$ cat config.mk
export PLATFORM = sky130hd
export DESIGN_NAME = fib_sequencer
export DESIGN_NICKNAME = d
export VERILOG_FILES = /design/src/rtl/fib_pkg.sv /design/src/rtl/fib_reg.sv /design/src/rtl/fib_sequencer.sv
export SDC_FILE = /design/constraint.sdc
export NUM_CORES = 1
export LEC_CHECK = 0
export ABC_CLOCK_PERIOD_IN_PS = 2000
export CAP_MARGIN = 5
export CORE_UTILIZATION = 46
export DETAILED_ROUTE_END_ITERATION = 10
export MAX_ROUTING_LAYER = met4
export PLACE_DENSITY = 0.78
export SYNTH_ARGS = -nofsm -noshare
export SYNTH_HDL_FRONTEND = slang
export SYNTH_SLANG_ARGS = --single-unit
$ cat constraint.sdc
create_clock -name clk -period 2 [get_ports clk]
set_clock_uncertainty 0.15 [all_clocks]
set_input_delay 0.4 -clock clk [delete_from_list [all_inputs] [get_ports clk]]
set_output_delay 0.4 -clock clk [all_outputs]
set_load 0.03 [all_outputs]
$ cat src/rtl/fib_pkg.sv
// Shared constants for the Fibonacci sequencer: ALU opcodes and FSM state encoding.
package fib_pkg;

  localparam logic [2:0] OP_NOP  = 3'b000;
  localparam logic [2:0] OP_SET  = 3'b001;
  localparam logic [2:0] OP_DEC  = 3'b011;
  localparam logic [2:0] OP_LOAD = 3'b101;
  localparam logic [2:0] OP_ADD  = 3'b110;

  typedef enum logic [2:0] {
    S_IDLE = 3'd0,
    S_CHK  = 3'd1,
    S_INIT = 3'd2,
    S_DEC  = 3'd3,
    S_ADD  = 3'd4,
    S_DONE = 3'd5
  } state_t;

endpackage

$ cat src/rtl/fib_reg.sv
// Width-parameterised register with asynchronous active-low clear and load enable.
module fib_reg #(
  parameter int size = 4
) (
  input  logic            clk,
  input  logic            rst_n,
  input  logic            en,
  input  logic [size-1:0] d,
  output logic [size-1:0] q
);

  // NOTE: sequential state uses non-blocking assignments so every register
  // samples pre-edge values regardless of process evaluation order.
  always_ff @(posedge clk or negedge rst_n) begin
    if (!rst_n)  q <= '0;
    else if (en) q <= d;
  end

endmodule

$ cat src/rtl/fib_sequencer.sv
// Iterative Fibonacci sequencer driving an external ALU; computes F(n) mod 2^size.
module fib_sequencer
  import fib_pkg::*;
#(
  parameter int size = 4
) (
  input  logic            clk,
  input  logic            rst_n,
  input  logic            start,
  input  logic [size-1:0] n,
  output logic            busy,
  output logic            done,
  output logic [size-1:0] result,
  output logic            overflow,
  output logic [2:0]      alu_opcode,
  output logic [size-1:0] alu_a,
  output logic [size-1:0] alu_b,
  input  logic [size-1:0] alu_o,
  input  logic            alu_zero
);

  state_t state, state_nxt;

  logic [size-1:0] cnt, r0, r1;
  logic [size-1:0] cnt_d, r0_d, r1_d, res_d;
  logic            cnt_en, r0_en, r1_en, res_en;
  logic            ovf_nxt;

  fib_reg #(.size(size)) u_cnt (.clk(clk), .rst_n(rst_n), .en(cnt_en), .d(cnt_d), .q(cnt));
  fib_reg #(.size(size)) u_r0  (.clk(clk), .rst_n(rst_n), .en(r0_en),  .d(r0_d),  .q(r0));
  fib_reg #(.size(size)) u_r1  (.clk(clk), .rst_n(rst_n), .en(r1_en),  .d(r1_d),  .q(r1));
  fib_reg #(.size(size)) u_res (.clk(clk), .rst_n(rst_n), .en(res_en), .d(res_d), .q(result));

  // NOTE: every control register, not just the state, is cleared by the async
  // reset so a mid-run reset leaves no stale result or overflow visible.
  always_ff @(posedge clk or negedge rst_n) begin
    if (!rst_n) begin
      state    <= S_IDLE;
      overflow <= 1'b0;
    end else begin
      state    <= state_nxt;
      overflow <= ovf_nxt;
    end
  end

  // NOTE: all outputs of a combinational process get a default first, so no
  // path through the case statement can infer a latch.
  always_comb begin
    state_nxt = state;
    cnt_en    = 1'b0;
    r0_en     = 1'b0;
    r1_en     = 1'b0;
    res_en    = 1'b0;
    cnt_d     = '0;
    r0_d      = '0;
    r1_d      = '0;
    res_d     = '0;
    ovf_nxt   = overflow;

    unique case (state)
      S_IDLE: begin
        if (start) begin
          cnt_en    = 1'b1;
          cnt_d     = n;
          res_en    = 1'b1;
          ovf_nxt   = 1'b0;
          state_nxt = S_CHK;
        end
      end
      S_CHK: begin
        if (alu_zero) begin
          res_en    = 1'b1;
          state_nxt = S_DONE;
        end else begin
          state_nxt = S_INIT;
        end
      end
      S_INIT: begin
        r1_en     = 1'b1;
        r1_d      = alu_o;
        r0_en     = 1'b1;
        state_nxt = S_DEC;
      end
      S_DEC: begin
        // cnt stops at zero: the zero flag ends the run before another DEC.
        cnt_en = 1'b1;
        cnt_d  = alu_o;
        if (alu_zero) begin
          res_en    = 1'b1;
          res_d     = r1;
          state_nxt = S_DONE;
        end else begin
          state_nxt = S_ADD;
        end
      end
      S_ADD: begin
        r0_en     = 1'b1;
        r0_d      = r1;
        r1_en     = 1'b1;
        r1_d      = alu_o;
        // An unsigned sum smaller than an addend means the add wrapped.
        if (alu_o < r1) ovf_nxt = 1'b1;
        state_nxt = S_DEC;
      end
      S_DONE:  state_nxt = S_IDLE;
      default: state_nxt = S_IDLE;
    endcase
  end

  // Moore output decode: depends only on the state register and operand registers.
  always_comb begin
    alu_opcode = OP_NOP;
    alu_a      = '0;
    alu_b      = '0;
    unique case (state)
      S_CHK: begin
        alu_opcode = OP_LOAD;
        alu_a      = cnt;
      end
      S_INIT: alu_opcode = OP_SET;
      S_DEC: begin
        alu_opcode = OP_DEC;
        alu_a      = cnt;
      end
      S_ADD: begin
        alu_opcode = OP_ADD;
        alu_a      = r0;
        alu_b      = r1;
      end
      default: alu_opcode = OP_NOP;
    endcase
  end

  assign busy = (state != S_IDLE);
  assign done = (state == S_DONE);

endmodule

==> metrics.md <==
| Metric | Value |
|---|---|
| Yosys cell types | 28 |
| Sequential area share after synthesis | 48.3% |
| Post-route DRC violation count | 0 |
| Asr flop ratio synth | between 90% and 100% |
| Initial core utilization | 50.8% |
| Fin crit share | 104% |
| Final setup fails | 9 |
| Syn_area_per_cell | 11.4 um^2 |
| Worst IR Drop VDD | 1250 uV |
| Final-report hold violation count | 0 |
| Maxcap violations | 0 |
| All-Layer GR Usage | approximately a quarter |
| Ant diodes | 0 |
| Lkg Pwr | 0.779 nW |
| DR top layer | met4 |
| NumNets Final | 155 |
| Share of cells above drive strength 1 | 35.3% |
| Final antenna-violating net count | 0 |
| CTS tree | yes |
| Vias per cell | 5.49 |
| CP endpoint kind | output port |
| Fmax | 0.483 GHz |
| R2R Path End | u_cnt.q[3] |
| Commonest cells post-synth | dfrtp_1 (20), nor2_1 (7), a21o_1 (6) |
| Clock sinks | 20 |
| Main synth FF type | dfrtp_1 |
| Initial DRC Count | 37 |
| EDFF count, synth | 0 |
| Num ports | 30 |
| Flops & latches, synth | 20 |
| Startpoint types | register |
| Worst-path maximum fanout | 5 |
| DRT Pass-1 Iters | 4 |
| Most area-hungry cell type in the Yosys netlist | dfrtp_1 |
| Vias in the first global route | slightly below 900 |
| Worst Tran Pin Value | 321 ps |
| GR Overflow Total | 0 |
| Clock latency on the worst-skew pair | 300 ps |
| Die Wd | between 40 and 50 um |
| WL met1 | 1.18 mm |
| FF-to-FF setup slack | about 60 ps |
| Yosys top cell area share | 48.3% |
| H-tree depth | 1 |
| Largest net degree at the start of global routing | 21 |
| Clk root buf | clkbuf_4 |
| Net Count, Synth | 106 |
| CTS buffer count | 3 |
| Final GP Congestion | 0.833 |
| Cell count after synthesis | 91 |
| RSZ-0062 raised after global routing | true |
| Clock-pin slew of the registers on the worst-case setup and hold paths | 120 ps |
| DIE HEIGHT | 49.5 um |
| Status | finished with violations |
| Fin util | between 70 and 80% |
| Reg-to-Reg Start | state[1] |
| Via count | about 910 |
| Tmin final | 2070 ps |
| Worst slack, placed | 73.7 ps |
| Area growth syn-to-layout | 50.9% |
| Violated checks | setup timing |
| Max transition margin | 78.5% |
| Synthesized area | 1040 um^2 |
| Most frequent cell after synthesis | dfrtp_1 |
| Met2 Routed Length | 1.35 mm |
| Clk buf depth | 2 |
| Yosys Warn Count | 0 |
| Design area | between 1500 and 2000 um^2 |
| Placement Cell Area | roughly 1400 um^2 |
| Average routed wire per standard cell | 15.8 um |
| IO Port Bufs | 29 |
| Top cells by area, synth | dfrtp_1 (48%), a32o_1 (4.8%), a21o_1 (4.3%) |
| Worst min-delay path class | in2async |
| First-pass GRT wire length | 4.15 mm |
| Req. time, crit path | 1450 ps |
| CP Class | reg2out |
| Slew Limit Fails | 0 |
| Final WS setup | -70.1 ps |
| Crit path arrival time | about 1500 ps |
| CTS Hold Bufs | 0 |
| Rows | 16 |
| Metal3 WL | ~82 um |
| Pwr Density | around 1700 nW/um^2 |
| Core Region | 2040 um^2 |
| Antenna violations before repair | 0 |
| Routed WL | 2.63 mm |
| Worst reg-to-reg path cell count | 6 |
| Hpwl dp | approximately 1.8 mm |
| Die footprint | 2450 um^2 |
## critical path: stages (launching register included)
cell and delay (ps):
dfrtp_1 420, buf_6 140, nor3b_4 220, buf_6 150
and2_4 160, buf_6 120
## sequential cells by signal (all words and copies together) (netlist names)
name,cells
u_cnt.q,4
u_r0.q,4
u_r1.q,4
u_res.q,4
state,3
overflow,1
## layout make-up
| cell class | count | area [um^2] |
|---|---|---|
| Multi-Input combinational cell | 62 | 505 |
| Timing Repair Buffer | 49 | 458 |
| Sequential cell | 20 | 500 |
| Fill cell | 135 | 477 |
| Clock buffer | 3 | 22.5 |
| Inverter | 4 | 15.0 |
| Tap cell | 27 | 33.8 |
| Clock inverter | 1 | 30.0 |
## per-stage QoR
stage | hold WS (ps) | power [mW] | cells | TNS, ps
after floorplan | -45.6 | 1.63 | 91 | 0
after global placement | 310 | 2.08 | 153 | 0
after detailed placement | 315 | 2.13 | 153 | 0
after CTS | 274 | 2.59 | 162 | -523
after global routing | 279 | 2.81 | 166 | -1190
final | 265 | 2.67 | 166 | -461
## per-layer routing
layer	global-route usage [%]	up-vias
li1	-	433
met2	39.0	25
met4	5.71	0
met1	29.5	451
met3	4.63	2
met5	-	-
## how the worst max path moves through the flow
stage	startpoint	end
floorplan	state[0]	alu_opcode[2]
global placement	state[1]	alu_b[1]
detailed placement	start	u_cnt.q[3]
CTS	state[0]	alu_b[1]
global route	state[1]	alu_a[0]
finish	state[1]	alu_b[1]
## repair_timing
action,in CTS,in global routing
gates cloned,0,0
hold endpoints to repair,0,0
setup buffers,5,4
pin swaps,6,3
resized for setup,20,4
setup endpoints to repair,10,11
## where the power goes
group          switching [mW]  leakage (nW)  total, mW  internal, mW
Combinational           0.838         0.499       1.64         0.801
Clock                   0.132        0.0279      0.334         0.202
Sequential              0.131         0.252      0.700         0.569
## cell usage in the layout (no fill, tap or decap), drive strengths merged
master | synthesis | final
and2 | 4 | 4
mux2 | 4 | 4
inv | 4 | 4
ha | 3 | 3
clkdlybuf4s50 | 0 | 16
nand2 | 1 | 1
a21o | 6 | 6
buf | 5 | 33
o21a | 1 | 1
dfrtp | 20 | 20
nand2b | 4 | 4
nor3b | 2 | 2
and3 | 3 | 3
bufinv | 0 | 1
o21ai | 3 | 3
or3 | 1 | 1
and3b | 1 | 1
xor2 | 1 | 1
a221o | 3 | 3
a221oi | 1 | 1
a32o | 5 | 5
a22o | 4 | 4
a21oi | 3 | 3
o211ai | 2 | 2
nor2b | 2 | 2
nor4b | 1 | 1
clkbuf | 0 | 3
nor2 | 7 | 7
## cells by family after synthesis
| kind of cell | Yosys count | synth area share, % |
|---|---|---|
| compound gates | 28 | 21.3 |
| simple gates | 26 | 17.3 |
| flops | 20 | 48.3 |
| buf+inv | 9 | 4.34 |
| mux | 4 | 4.34 |
| fa+ha+maj | 3 | 3.62 |
| xor+xnor | 1 | 0.845 |
No activity file was read; power rests on OpenSTA's default activity.
